===== src/rtl/convenc_pkg.sv =====
// Shared definitions for the K=3 convolutional encoder and its frame sequencer.
//   CONVENC_K      constraint length of the encoder
//   TAIL_BITS_DEF  flush bits needed to return the encoder to the all-zero state
//   state_t        frame sequencer state encoding
package convenc_pkg;

  localparam int CONVENC_K     = 3;
  localparam int TAIL_BITS_DEF = CONVENC_K - 1;

  typedef enum logic [2:0] {
    ST_IDLE  = 3'd0,
    ST_SHIFT = 3'd1,
    ST_WAIT  = 3'd2,
    ST_TAIL  = 3'd3,
    ST_DONE  = 3'd4
  } state_t;

endpackage


===== src/rtl/convenc_frame_ctrl.sv =====
// Frame sequencer feeding a rate-1/2 K=3 convolutional encoder.
// Serializes payload words from a valid/ready stream into in_valid/bit_in of the
// encoder, then appends TAIL_BITS zero bits after the last word of each frame so
// the encoder ends in the all-zero state.
// Ports:
//   clk, rst_n            clock, synchronous active-low reset
//   s_valid/s_ready       payload handshake; s_data word, s_last marks final word
//   enc_ready             downstream can accept a bit this cycle
//   enc_valid, enc_bit    bit stream to the encoder
//   enc_tail              current enc_bit is a flush bit
//   frame_start           pulse on the cycle the first payload bit is offered
//   frame_done            pulse on the cycle after the last tail bit is consumed
//   busy                  sequencer not idle
//   bit_count             bits fed in current/last frame, saturating
module convenc_frame_ctrl
  import convenc_pkg::*;
#(
  parameter int DATA_W    = 8,
  parameter int TAIL_BITS = TAIL_BITS_DEF,  // legal range 1..15
  parameter int CNT_W     = 16,
  parameter bit MSB_FIRST = 1'b1
) (
  input  logic              clk,
  input  logic              rst_n,
  input  logic              s_valid,
  output logic              s_ready,
  input  logic [DATA_W-1:0] s_data,
  input  logic              s_last,
  input  logic              enc_ready,
  output logic              enc_valid,
  output logic              enc_bit,
  output logic              enc_tail,
  output logic              frame_start,
  output logic              frame_done,
  output logic              busy,
  output logic [CNT_W-1:0]  bit_count
);

  localparam int               IDX_W     = (DATA_W > 1) ? $clog2(DATA_W) : 1;
  localparam logic [IDX_W-1:0] LAST_IDX  = IDX_W'(DATA_W - 1);
  localparam logic [3:0]       TAIL_LAST = 4'(TAIL_BITS - 1);
  localparam logic [CNT_W-1:0] CNT_MAX   = {CNT_W{1'b1}};

  state_t            state;
  state_t            state_nxt;
  logic [DATA_W-1:0] shreg;
  logic [IDX_W-1:0]  bit_idx;
  logic              last_q;
  logic [3:0]        tail_cnt;
  logic [CNT_W-1:0]  bit_cnt_q;
  logic              frame_start_q;

  logic              cur_bit;
  logic              final_bit;
  logic              load;
  logic              advance;

  assign cur_bit   = MSB_FIRST ? shreg[DATA_W-1] : shreg[0];
  assign final_bit = (bit_idx == LAST_IDX);
  // A word is taken whenever the handshake completes: IDLE, WAIT or the
  // zero-bubble reload on the final bit of the current word.
  assign load      = s_valid && s_ready;
  assign advance   = (state == ST_SHIFT) && enc_ready;

  // State register
  always_ff @(posedge clk) begin
    if (!rst_n) begin
      state <= ST_IDLE;
    end else begin
      state <= state_nxt;
    end
  end

  // Next-state logic
  always_comb begin
    state_nxt = state;
    case (state)
      ST_IDLE: begin
        if (s_valid) state_nxt = ST_SHIFT;
      end
      ST_SHIFT: begin
        if (enc_ready && final_bit) begin
          if (last_q)       state_nxt = ST_TAIL;
          else if (s_valid) state_nxt = ST_SHIFT;
          else              state_nxt = ST_WAIT;
        end
      end
      ST_WAIT: begin
        if (s_valid) state_nxt = ST_SHIFT;
      end
      ST_TAIL: begin
        if (enc_ready && (tail_cnt == TAIL_LAST)) state_nxt = ST_DONE;
      end
      ST_DONE:  state_nxt = ST_IDLE;
      default:  state_nxt = ST_IDLE;
    endcase
  end

  // Output logic
  always_comb begin
    s_ready   = 1'b0;
    enc_valid = 1'b0;
    enc_bit   = 1'b0;
    enc_tail  = 1'b0;
    case (state)
      ST_IDLE:  s_ready = 1'b1;
      ST_SHIFT: begin
        enc_valid = enc_ready;
        enc_bit   = cur_bit;
        // Only the final bit of a non-last word can pull in the next word.
        s_ready   = enc_ready && final_bit && !last_q && s_valid;
      end
      ST_WAIT:  s_ready = 1'b1;
      ST_TAIL: begin
        enc_valid = enc_ready;
        enc_tail  = 1'b1;
      end
      default: ;
    endcase
    if (!rst_n) begin
      s_ready   = 1'b0;
      enc_valid = 1'b0;
    end
  end

  // Shift register, bit index, tail counter, frame counter
  always_ff @(posedge clk) begin
    if (!rst_n) begin
      shreg         <= '0;
      bit_idx       <= '0;
      last_q        <= 1'b0;
      tail_cnt      <= '0;
      bit_cnt_q     <= '0;
      frame_start_q <= 1'b0;
    end else begin
      frame_start_q <= load && (state == ST_IDLE);
      if (load) begin
        shreg    <= s_data;
        last_q   <= s_last;
        bit_idx  <= '0;
        tail_cnt <= '0;
      end else if (advance && !final_bit) begin
        shreg   <= MSB_FIRST ? (shreg << 1) : (shreg >> 1);
        bit_idx <= bit_idx + IDX_W'(1);
      end else if ((state == ST_TAIL) && enc_ready) begin
        tail_cnt <= tail_cnt + 4'd1;
      end
      if (load && (state == ST_IDLE)) begin
        bit_cnt_q <= '0;
      end else if (enc_valid && (bit_cnt_q != CNT_MAX)) begin
        bit_cnt_q <= bit_cnt_q + CNT_W'(1);
      end
    end
  end

  assign frame_start = frame_start_q;
  assign frame_done  = (state == ST_DONE);
  assign busy        = (state != ST_IDLE);
  assign bit_count   = bit_cnt_q;

endmodule

===== config.mk =====
export PLATFORM = sky130hd
export DESIGN_NAME = convenc_frame_ctrl
export DESIGN_NICKNAME = d
export VERILOG_FILES = /design/src/rtl/convenc_pkg.sv /design/src/rtl/convenc_frame_ctrl.sv
export SDC_FILE = /design/constraint.sdc
export NUM_CORES = 1
export LEC_CHECK = 0
export CAP_MARGIN = 20
export CORE_MARGIN = 2
export CORE_UTILIZATION = 55
export CTS_BUF_LIST = sky130_fd_sc_hd__clkbuf_8
export DETAILED_ROUTE_END_ITERATION = 12
export PLACE_DENSITY = 0.84
export SLEW_MARGIN = 20
export SYNTH_ARGS = -nofsm -noshare
export SYNTH_HDL_FRONTEND = slang
export SYNTH_SLANG_ARGS = --single-unit

===== constraint.sdc =====
create_clock -name clk -period 2.9 [get_ports clk]
set_input_delay 0.58 -clock clk [delete_from_list [all_inputs] [get_ports clk]]
set_output_delay 0.58 -clock clk [all_outputs]
set_load 0.05 [all_outputs]

==> results_dict.tcl, run 1 <==
set metrics [dict create \
    first_iter_violations 116 \
    reg2regPathDepth 6 \
    grt_pass1_wl_um 7420 \
    path_max_fanout 14 \
    hp-start "bit_idx[1]$_SDFFE_PP0P_" \
    cp.arrival_ns 2.07 \
    synth_top_area_share_pct 38.5 \
    grt_pass1_vias 1726 \
    synth-seq-cells 36 \
    grt_usage_pct 23.3 \
    core_area_um2 3310 \
    r2r-start "bit_idx[0]$_SDFFE_PP0P_" \
    cts_tree "done" \
    synthXorXnorAreaFrac_pct 1.87 \
    grt_remaining_overflow 0 \
    cts_resized 0 \
    syn_area_per_cell_um2 8.91 \
    grt_max_degree 15 \
    ctsHoldBuffers 0 \
    fmax_ghz 0.377 \
    drive_above_1_share_pct 8.87 \
    clock_tree.root_cell "clkbuf_8" \
    finalPower_uw 996 \
    viasPerCell 5.96 \
    syn_area_um2 1870 \
    tightest_slew_ns 0.607 \
    setup-tns-final_ns 0 \
    p_leak_uw 0.000830 \
    synthTopCellsByArea "dfxtp_1, nand3_1, nand2_1" \
    power_density_nw_per_um2 417 \
    finalHoldViolations 0 \
    placementRows 21 \
    ant_nets 0 \
    final.setup.worst_slack_ns 0.250 \
    slew_headroom_pct 59.0 \
    synth_edf_count 0 \
    crit_path_end_kind "primary output" \
    synth_compound_area_share_pct 18.7 \
    worstPathRequired_ns 2.32 \
    r2r_slack_ns 0.98 \
    ir_drop_mv 0.322 \
    die_w_um 62.3 \
    drc 0 \
    clk_latency_ns 0.29 \
    finalCritPeriodShare_pct 91.4 \
    slew_violations 0 \
    first_pass_iters 4 \
    place_congestion 0.849 \
    hp-class "reg -> reg" \
    num-nets-final 265 \
    cts_sinks 36 \
    post_cts_buffers 0 \
    setup_violations 0 \
    cts.clk_slew.worst_paths_ns 0.07 \
    crit_path_start_kind "flip-flop" \
    pin_count 36 \
    htreeDepth 2 \
    dp_hpwl_um 2940 \
    yosysSeqAreaShare_pct 38.5 \
    synth_nets 228 \
    synth.distinct_cells 47 \
    cts_buffers 5 \
    status "complete, no violations" \
    rsz0062_at_grt "false" \
    postRouteWirelength_um 4080 \
    synth_top_family_by_area "simple AND/OR/NAND/NOR gates" \
    r2r_end "tail_cnt[1]$_SDFFE_PP0P_" \
    min_to "bit_idx[1]$_SDFFE_PP0P_" \
    start_util_pct 56.5 \
    wl_per_cell_um 13.9 \
    path_class "reg -> out" \
    antenna_cells 0 \
    skew_ns 0.00708 \
    dr_total_vias 1753 \
    die_h_um 62.3 \
    yosysWarnings 0 \
    n_fill_cell 276 \
    yosys.area_share.adder_pct 3.34 \
    finalCriticalPeriod_ns 2.65 \
    maxCapViolations 0 \
    synthCells 210 \
    syn2layout_area_growth_pct 27.6 \
    yosys.area_share.simple_pct 32.6 \
    die-area_um2 3890 \
    hold_depth 2 \
    synthMuxAreaShare_pct 1.60 \
    ys_dominant_reg_cell "dfxtp_1" \
    antenna_found_initial 0 \
    synthArstFlopShare_pct 0 \
    yosys.area.top_type "dfxtp_1" \
    pre_cts_ws_ns 0.404 \
    clk_path_buf_depth 2 \
    io_buffers 35 \
]
[cell usage in the layout, fill, tap and decap left out, types with 4 or more instances in the layout]
| cell type | synthesis | final |
|---|---|---|
| o31ai_1 | 7 | 7 |
| nand3_1 | 15 | 15 |
| clkdlybuf4s50_1 | 0 | 33 |
| a22oi_1 | 8 | 8 |
| clkbuf_8 | 0 | 6 |
| a21boi_0 | 9 | 9 |
| nor2b_1 | 4 | 4 |
| inv_1 | 3 | 4 |
| nor2_1 | 11 | 11 |
| or3_1 | 5 | 5 |
| dfxtp_1 | 36 | 36 |
| nand2_1 | 19 | 19 |
| buf_4 | 0 | 5 |
| o21ai_0 | 4 | 4 |
| nand4_1 | 8 | 8 |
| a21oi_1 | 12 | 12 |
| o211ai_1 | 4 | 4 |
| ha_1 | 5 | 5 |
[area by class of cell]
| cell class | instances | area (um2) | share of cell area (%) |
|---|---|---|---|
| Multi-Input combinational cell | 160 | 1090 | 45.6 |
| Sequential cell | 36 | 721 | 30.2 |
| Timing Repair Buffer | 40 | 408 | 17.1 |
| Clock buffer | 6 | 82.6 | 3.46 |
| Tap cell | 46 | 57.6 | 2.41 |
| Inverter | 4 | 20.0 | 0.838 |
| Clock inverter | 2 | 11.3 | 0.471 |
[per-layer routing]
metal / vias up / GRT usage [%] / wire length [um]
li1: 868 / - / -
met5: - / 0 / 0
met1: 841 / 27.8 / 1840
met2: 37 / 40.6 / 2000
met3: 7 / 3.99 / 151
met4: 0 / 11.4 / 80
[registers in the layout, indices dropped and copies added (netlist names)]
register / cells
last_q: 1
bit_count: 16
state: 3
shreg: 8
tail_cnt: 4
bit_idx: 3
frame_start: 1
[power by group]
group,switching [uW],internal (uW),total (uW)
registers,10.0,505,515
clock network,183,190,372
logic,58.4,50.0,108
total,251,745,996
[worst max path at each step]
stage | from | to | slack, ns | cells past startpoint
6_report | state[0]$_SDFFE_PN0P_ | enc_tail | 0.25 | 3
5_1_grt | state[0]$_SDFFE_PN0P_ | enc_tail | 0.15 | 3
4_1_cts | state[0]$_SDFFE_PN0P_ | enc_tail | 0.24 | 3
3_5_place_dp | s_valid | s_ready | 0.40 | 5
3_3_place_gp | s_valid | s_ready | 0.42 | 5
2_1_floorplan | state[0]$_SDFFE_PN0P_ | frame_done | 0.62 | 2
[kinds of logic (layout without fill, tap and decap cells)]
logic type,count (synthesis),in the layout
and+or+nand+nor,97,97
AOI/OAI and AO/OA,51,51
DFF,36,36
xor gates and xnor gates,4,4
muxes,3,3
buffers and inverters,14,52
adders and majority gates,5,5
[synth_stat cells, types with 4 or more instances]
| cell type | instances |
|---|---|
| nand4_1 | 8 |
| ha_1 | 5 |
| o211ai_1 | 4 |
| nor2b_1 | 4 |
| o31ai_1 | 7 |
| nor2_1 | 11 |
| o21ai_0 | 4 |
| clkbuf_1 | 6 |
| dfxtp_1 | 36 |
| a21oi_1 | 12 |
| nand2_1 | 19 |
| nand3_1 | 15 |
| a22oi_1 | 8 |
| or3_1 | 5 |
| a21boi_0 | 9 |
[worst max-delay path, cell delays in order (launching register included)]
cell,delay (ns)
dfxtp_1,0.61
nor2b_1,0.22
and2_1,0.15
clkdlybuf4s50_1,0.80
[per-stage QoR]
stage | area, um2 | std cells | utilization [%] | hold slack, ns
2_1_floorplan | 1870 | 210 | - | 0.440
3_3_place_gp | 2290 | 286 | 69.3 | 0.445
3_5_place_dp | 2290 | 286 | 69.3 | 0.462
4_1_cts | 2390 | 294 | 72.1 | 0.472
5_1_grt | 2390 | 294 | 72.1 | 0.506
6_report | 2390 | 294 | 72.1 | 0.469
No activity file was read; power rests on OpenSTA's default activity.
==> run 2, diff against run 1 <==
--- a/config.mk
+++ b/config.mk
@@ -7,10 +7,10 @@
 export LEC_CHECK = 0
 export CAP_MARGIN = 20
 export CORE_MARGIN = 2
-export CORE_UTILIZATION = 55
+export CORE_UTILIZATION = 50
 export CTS_BUF_LIST = sky130_fd_sc_hd__clkbuf_8
 export DETAILED_ROUTE_END_ITERATION = 12
-export PLACE_DENSITY = 0.84
+export PLACE_DENSITY = 0.77
 export SLEW_MARGIN = 20
 export SYNTH_ARGS = -nofsm -noshare
 export SYNTH_HDL_FRONTEND = slang
==> run 2 against run 1 <==
  * Routed wire length decreased by 0.74%
  * Combinational power about the same
  * Largest power group unchanged
  * Register-to-register slack got worse by 0.09 ns
  * Critical path type unchanged
  * Final area is 0.10% lower
  * Via count fell by 0.86%
  * Sequential power about the same
  * Clock power rose by 6.2%
  * Count of clock-buffer cells in the layout is 1 higher
==> results_dict.tcl, run 2 (same netlist as run 1, synthesis figures left out) <==
set metrics [dict create \
    status "complete, no violations" \
    die_h_um 65.2 \
    start_util_pct 51.5 \
    first_iter_violations 129 \
    die-area_um2 4250 \
    largest_register_ffs 16 \
    r2r_end "tail_cnt[1]$_SDFFE_PP0P_" \
    cts.clk_slew.worst_paths_ns 0.07 \
    p_leak_uw 0.000827 \
    finalHoldViolations 0 \
    cts_tree "done" \
    clock_tree.root_cell "clkbuf_8" \
    endpoint "enc_tail" \
    crit_path_end_kind "primary output" \
    dp_hpwl_um 2930 \
    regArea_um2 721 \
    n_fill_cell 322 \
    layout_common_cells "dfxtp_1, clkdlybuf4s50_1, nand2_1" \
    grt_pass1_vias 1519 \
    setup-tns-final_ns 0 \
    cp.arrival_ns 2.07 \
    syn2layout_area_growth_pct 27.5 \
    hp-class "reg -> reg" \
    drive_above_1_share_pct 8.54 \
    viasPerCell 5.91 \
    cts_resized 0 \
    ant_nets 0 \
    final_common_cell "dfxtp_1" \
    r2r-start "bit_idx[0]$_SDFFE_PP0P_" \
    slew_violations 0 \
    grt_pass1_wl_um 6790 \
    power_density_nw_per_um2 426 \
    setup_violations 0 \
    io_buffers 35 \
    grt_max_degree 15 \
    antenna_found_initial 0 \
    fmax_ghz 0.378 \
    dr_total_vias 1738 \
    die_w_um 65.2 \
    maxCapViolations 0 \
    rsz0062_at_grt "false" \
    r2r_slack_ns 0.89 \
    placementRows 22 \
    worstPathRequired_ns 2.32 \
    reg2regPathDepth 6 \
    clk_latency_ns 0.30 \
    post_cts_buffers 0 \
    ctsHoldBuffers 0 \
    path_class "reg -> out" \
    worstSetupStartpoint "state[0]$_SDFFE_PN0P_" \
    wl_per_cell_um 13.8 \
    drc 0 \
    path_max_fanout 14 \
    htreeDepth 2 \
    core_area_um2 3630 \
    first_pass_iters 4 \
    crit_path_start_kind "flip-flop" \
    place_congestion 0.777 \
    finalPower_uw 1020 \
    skew_ns 0.00327 \
    finalCriticalPeriod_ns 2.65 \
    clk_path_buf_depth 2 \
    num-nets-final 264 \
    finalCritPeriodShare_pct 91.3 \
    antenna_cells 0 \
    postRouteWirelength_um 4050 \
    cts_buffers 5 \
    slew_headroom_pct 64.6 \
    ir_drop_mv 0.283 \
    multi_input_area_um2 1090 \
    grt_usage_pct 20.6 \
    cts_sinks 36 \
    pin_count 36 \
    tightest_slew_ns 0.524 \
    grt_remaining_overflow 0 \
]
run 2: changes by cell type in the layout (fill, tap and decap cells not counted), sizes merged:
cell	delta
clkinvlp	-1
clkbuf	+1
inv	-1
buf	-1
run 2: metrics by stage:
stage,hold WS [ns],instances,util [%],instance area (um2),setup slack [ns]
after CTS,0.464,294,65.7,2390,0.236
after floorplan,0.440,210,-,1870,0.616
after global placement,0.446,287,63.0,2290,0.391
final,0.461,294,65.7,2390,0.253
after global routing,0.484,294,65.7,2390,0.125
after detailed placement,0.454,287,63.0,2290,0.362
run 2: routing by layer:
layer | global-route usage, % | part of all wire, %
met1 | 25.6 | 46
met2 | 33.3 | 48
met3 | 6.68 | 4.5
met4 | 7.81 | 1.8
met5 | 0 | 0
run 2: power by group:
part	total (uW)	switching [uW]	internal, uW
clock	395	183	212
combinational	107	57.8	48.9
sequential	515	9.58	505
run 2: worst max-delay path: stages, from the launching register on:
cell and delay [ns]:
dfxtp_1 0.61, nor2b_1 0.21, and2_1 0.15, clkdlybuf4s50_1 0.80
run 2: area by class of cell:
class                           count  share of cell area, %
Clock buffer                        7                   4.04
Inverter                            4                  0.839
Multi-Input combinational cell    160                   45.6
Sequential cell                    36                   30.2
Tap cell                           48                   2.52
Timing Repair Buffer               39                   16.8
run 2: worst min-delay path by stage:
| stage | start | endpoint | depth (start not counted) | slack, ns |
|---|---|---|---|---|
| 2_1_floorplan | bit_idx[1]$_SDFFE_PP0P_ | bit_idx[1]$_SDFFE_PP0P_ | 2 | 0.44 |
| 3_3_place_gp | bit_idx[2]$_SDFFE_PP0P_ | bit_idx[2]$_SDFFE_PP0P_ | 2 | 0.45 |
| 3_5_place_dp | bit_idx[2]$_SDFFE_PP0P_ | bit_idx[2]$_SDFFE_PP0P_ | 2 | 0.45 |
| 4_1_cts | bit_idx[2]$_SDFFE_PP0P_ | bit_idx[2]$_SDFFE_PP0P_ | 2 | 0.46 |
| 5_1_grt | bit_idx[2]$_SDFFE_PP0P_ | bit_idx[2]$_SDFFE_PP0P_ | 2 | 0.48 |
| 6_report | bit_idx[2]$_SDFFE_PP0P_ | bit_idx[2]$_SDFFE_PP0P_ | 2 | 0.46 |
==> run 3, diff against run 2 <==
--- a/config.mk
+++ b/config.mk
@@ -10,7 +10,7 @@
 export CORE_UTILIZATION = 50
 export CTS_BUF_LIST = sky130_fd_sc_hd__clkbuf_8
 export DETAILED_ROUTE_END_ITERATION = 12
-export PLACE_DENSITY = 0.77
+export PLACE_DENSITY = 0.79
 export SLEW_MARGIN = 20
 export SYNTH_ARGS = -nofsm -noshare
 export SYNTH_HDL_FRONTEND = slang
==> run 3 against run 2 <==
  * Clock skew rose by 0.00053 ns
  * Global-route usage grew 1.6 points
  * Sequential share of layout area shrank 0.77 points
  * Routed wire length increased by 2.9%
  * Register-to-register slack better by 0.16 ns
  * Sequential power hardly changed
  * Utilization grew 1.7 points
  * Non-clock buffer count unchanged
  * Worst hold slack improved by 0.019 ns
  * Count of clock-buffer cells in the layout fell by 2
  * Critical path type unchanged
==> results_dict.tcl, run 3 (same netlist as run 1, synthesis figures left out) <==
set metrics [dict create \
    cts_resized 0 \
    regArea_um2 721 \
    setup-tns-final_ns 0 \
    rsz0062_at_grt "false" \
    final_common_cell "dfxtp_1" \
    clk_latency_ns 0.29 \
    slowest_delay_ns 0.80 \
    path_cells "nor2b_1, and2_1, clkdlybuf4s50_1" \
    die_h_um 65.2 \
    setup_violations 0 \
    ir_drop_mv 0.374 \
    grt_usage_pct 22.2 \
    finalPower_uw 1240 \
    p_leak_uw 0.000855 \
    drive_above_1_share_pct 8.91 \
    io_buffers 35 \
    first_iter_violations 130 \
    multi_input_area_um2 1090 \
    grt_remaining_overflow 0 \
    n_fill_cell 324 \
    fmax_ghz 0.379 \
    largest_register_ffs 16 \
    antenna_cells 0 \
    grt_pass1_wl_um 7410 \
    postRouteWirelength_um 4170 \
    slew_headroom_pct 58.4 \
    holdWs_ns 0.480 \
    htreeDepth 2 \
    die-area_um2 4250 \
    wl_per_cell_um 14.1 \
    maxCapViolations 0 \
    layout_common_cells "dfxtp_1, clkdlybuf4s50_1, nand2_1" \
    ant_nets 0 \
    skew_ns 0.00379 \
    pin_count 36 \
    dp_hpwl_um 2990 \
    core_area_um2 3630 \
    antenna_found_initial 0 \
    drc 0 \
    viasPerCell 5.83 \
    place_congestion 0.762 \
    crit_path_end_kind "primary output" \
    clk_path_buf_depth 2 \
    crit_path_start_kind "flip-flop" \
    first_pass_iters 4 \
    grt_pass1_vias 1676 \
    tightest_slew_ns 0.615 \
    cts_buffers 5 \
    slew_violations 0 \
    num-nets-final 264 \
    status "complete, no violations" \
    worst_path_max_delay_cell "clkdlybuf4s50_1" \
    power_density_nw_per_um2 506 \
    ctsHoldBuffers 0 \
    hp-class "reg -> reg" \
    finalCriticalPeriod_ns 2.64 \
    cts_tree "done" \
    placementRows 22 \
    syn2layout_area_growth_pct 30.8 \
    path_max_fanout 14 \
    cts_sinks 36 \
    clock_tree.root_cell "clkbuf_8" \
    die_w_um 65.2 \
    finalHoldViolations 0 \
    path_class "reg -> out" \
    worstPathRequired_ns 2.32 \
    finalCritPeriodShare_pct 91.1 \
    fin_area_um2 2450 \
    post_cts_buffers 0 \
    start_util_pct 51.5 \
    grt_max_degree 15 \
    cts.clk_slew.worst_paths_ns 0.07 \
    cp.arrival_ns 2.06 \
    placed_cell_area_um2 2290 \
    dr_total_vias 1719 \
]
[run 3: cell count changes in the layout (fill, tap and decap cells not counted), sizes merged]
cell | before | now
bufinv | 0 | 3
clkbuf | 7 | 5
[run 3: through the flow]
| step | cells | util, % | setup WS [ns] |
|---|---|---|---|
| after floorplan | 210 | - | 0.616 |
| after global placement | 287 | 63.0 | 0.420 |
| after detailed placement | 287 | 63.0 | 0.401 |
| after CTS | 295 | 67.4 | 0.253 |
| after global routing | 295 | 67.4 | 0.108 |
| final | 295 | 67.4 | 0.259 |
[run 3: path summary, 6_finish.rpt]
kind / start / end / slack, ns / depth (start not counted)
max: state[0]$_SDFFE_PN0P_ / enc_tail / 0.26 / 3
min: shreg[4]$_SDFFE_PN0P_ / shreg[4]$_SDFFE_PN0P_ / 0.48 / 2
max reg2reg: state[0]$_SDFFE_PN0P_ / bit_count[13]$_SDFFE_PP0P_ / 1.05 / 4
min reg2reg: shreg[4]$_SDFFE_PN0P_ / shreg[4]$_SDFFE_PN0P_ / 0.48 / 2
[run 3: metal layers]
layer	track usage, %	vias up	wire [um]
li1	-	867	-
met1	25.5	811	1800
met2	40.3	37	2180
met3	4.28	4	156
met4	8.59	0	31
met5	0	-	0
[run 3: layout make-up]
type	count	area share, %
Clock buffer	5	2.81
Clock inverter	3	3.68
Inverter	4	0.818
Multi-Input combinational cell	160	44.5
Sequential cell	36	29.4
Tap cell	48	2.45
Timing Repair Buffer	39	16.4
[run 3: critical path, delay by kind of cell, from the launching register on]
family                 cells  cell delay (ns)
DFF                        1             0.61
buffers and inverters      1             0.80
and+or+nand+nor            2             0.36
[run 3: where the power goes]
part	internal (uW)	switching [uW]	leakage, uW	total, uW
Sequential	505	10.1	0.000292	515
Clock	430	186	0.0000784	616
Combinational	48.8	58.2	0.000484	107
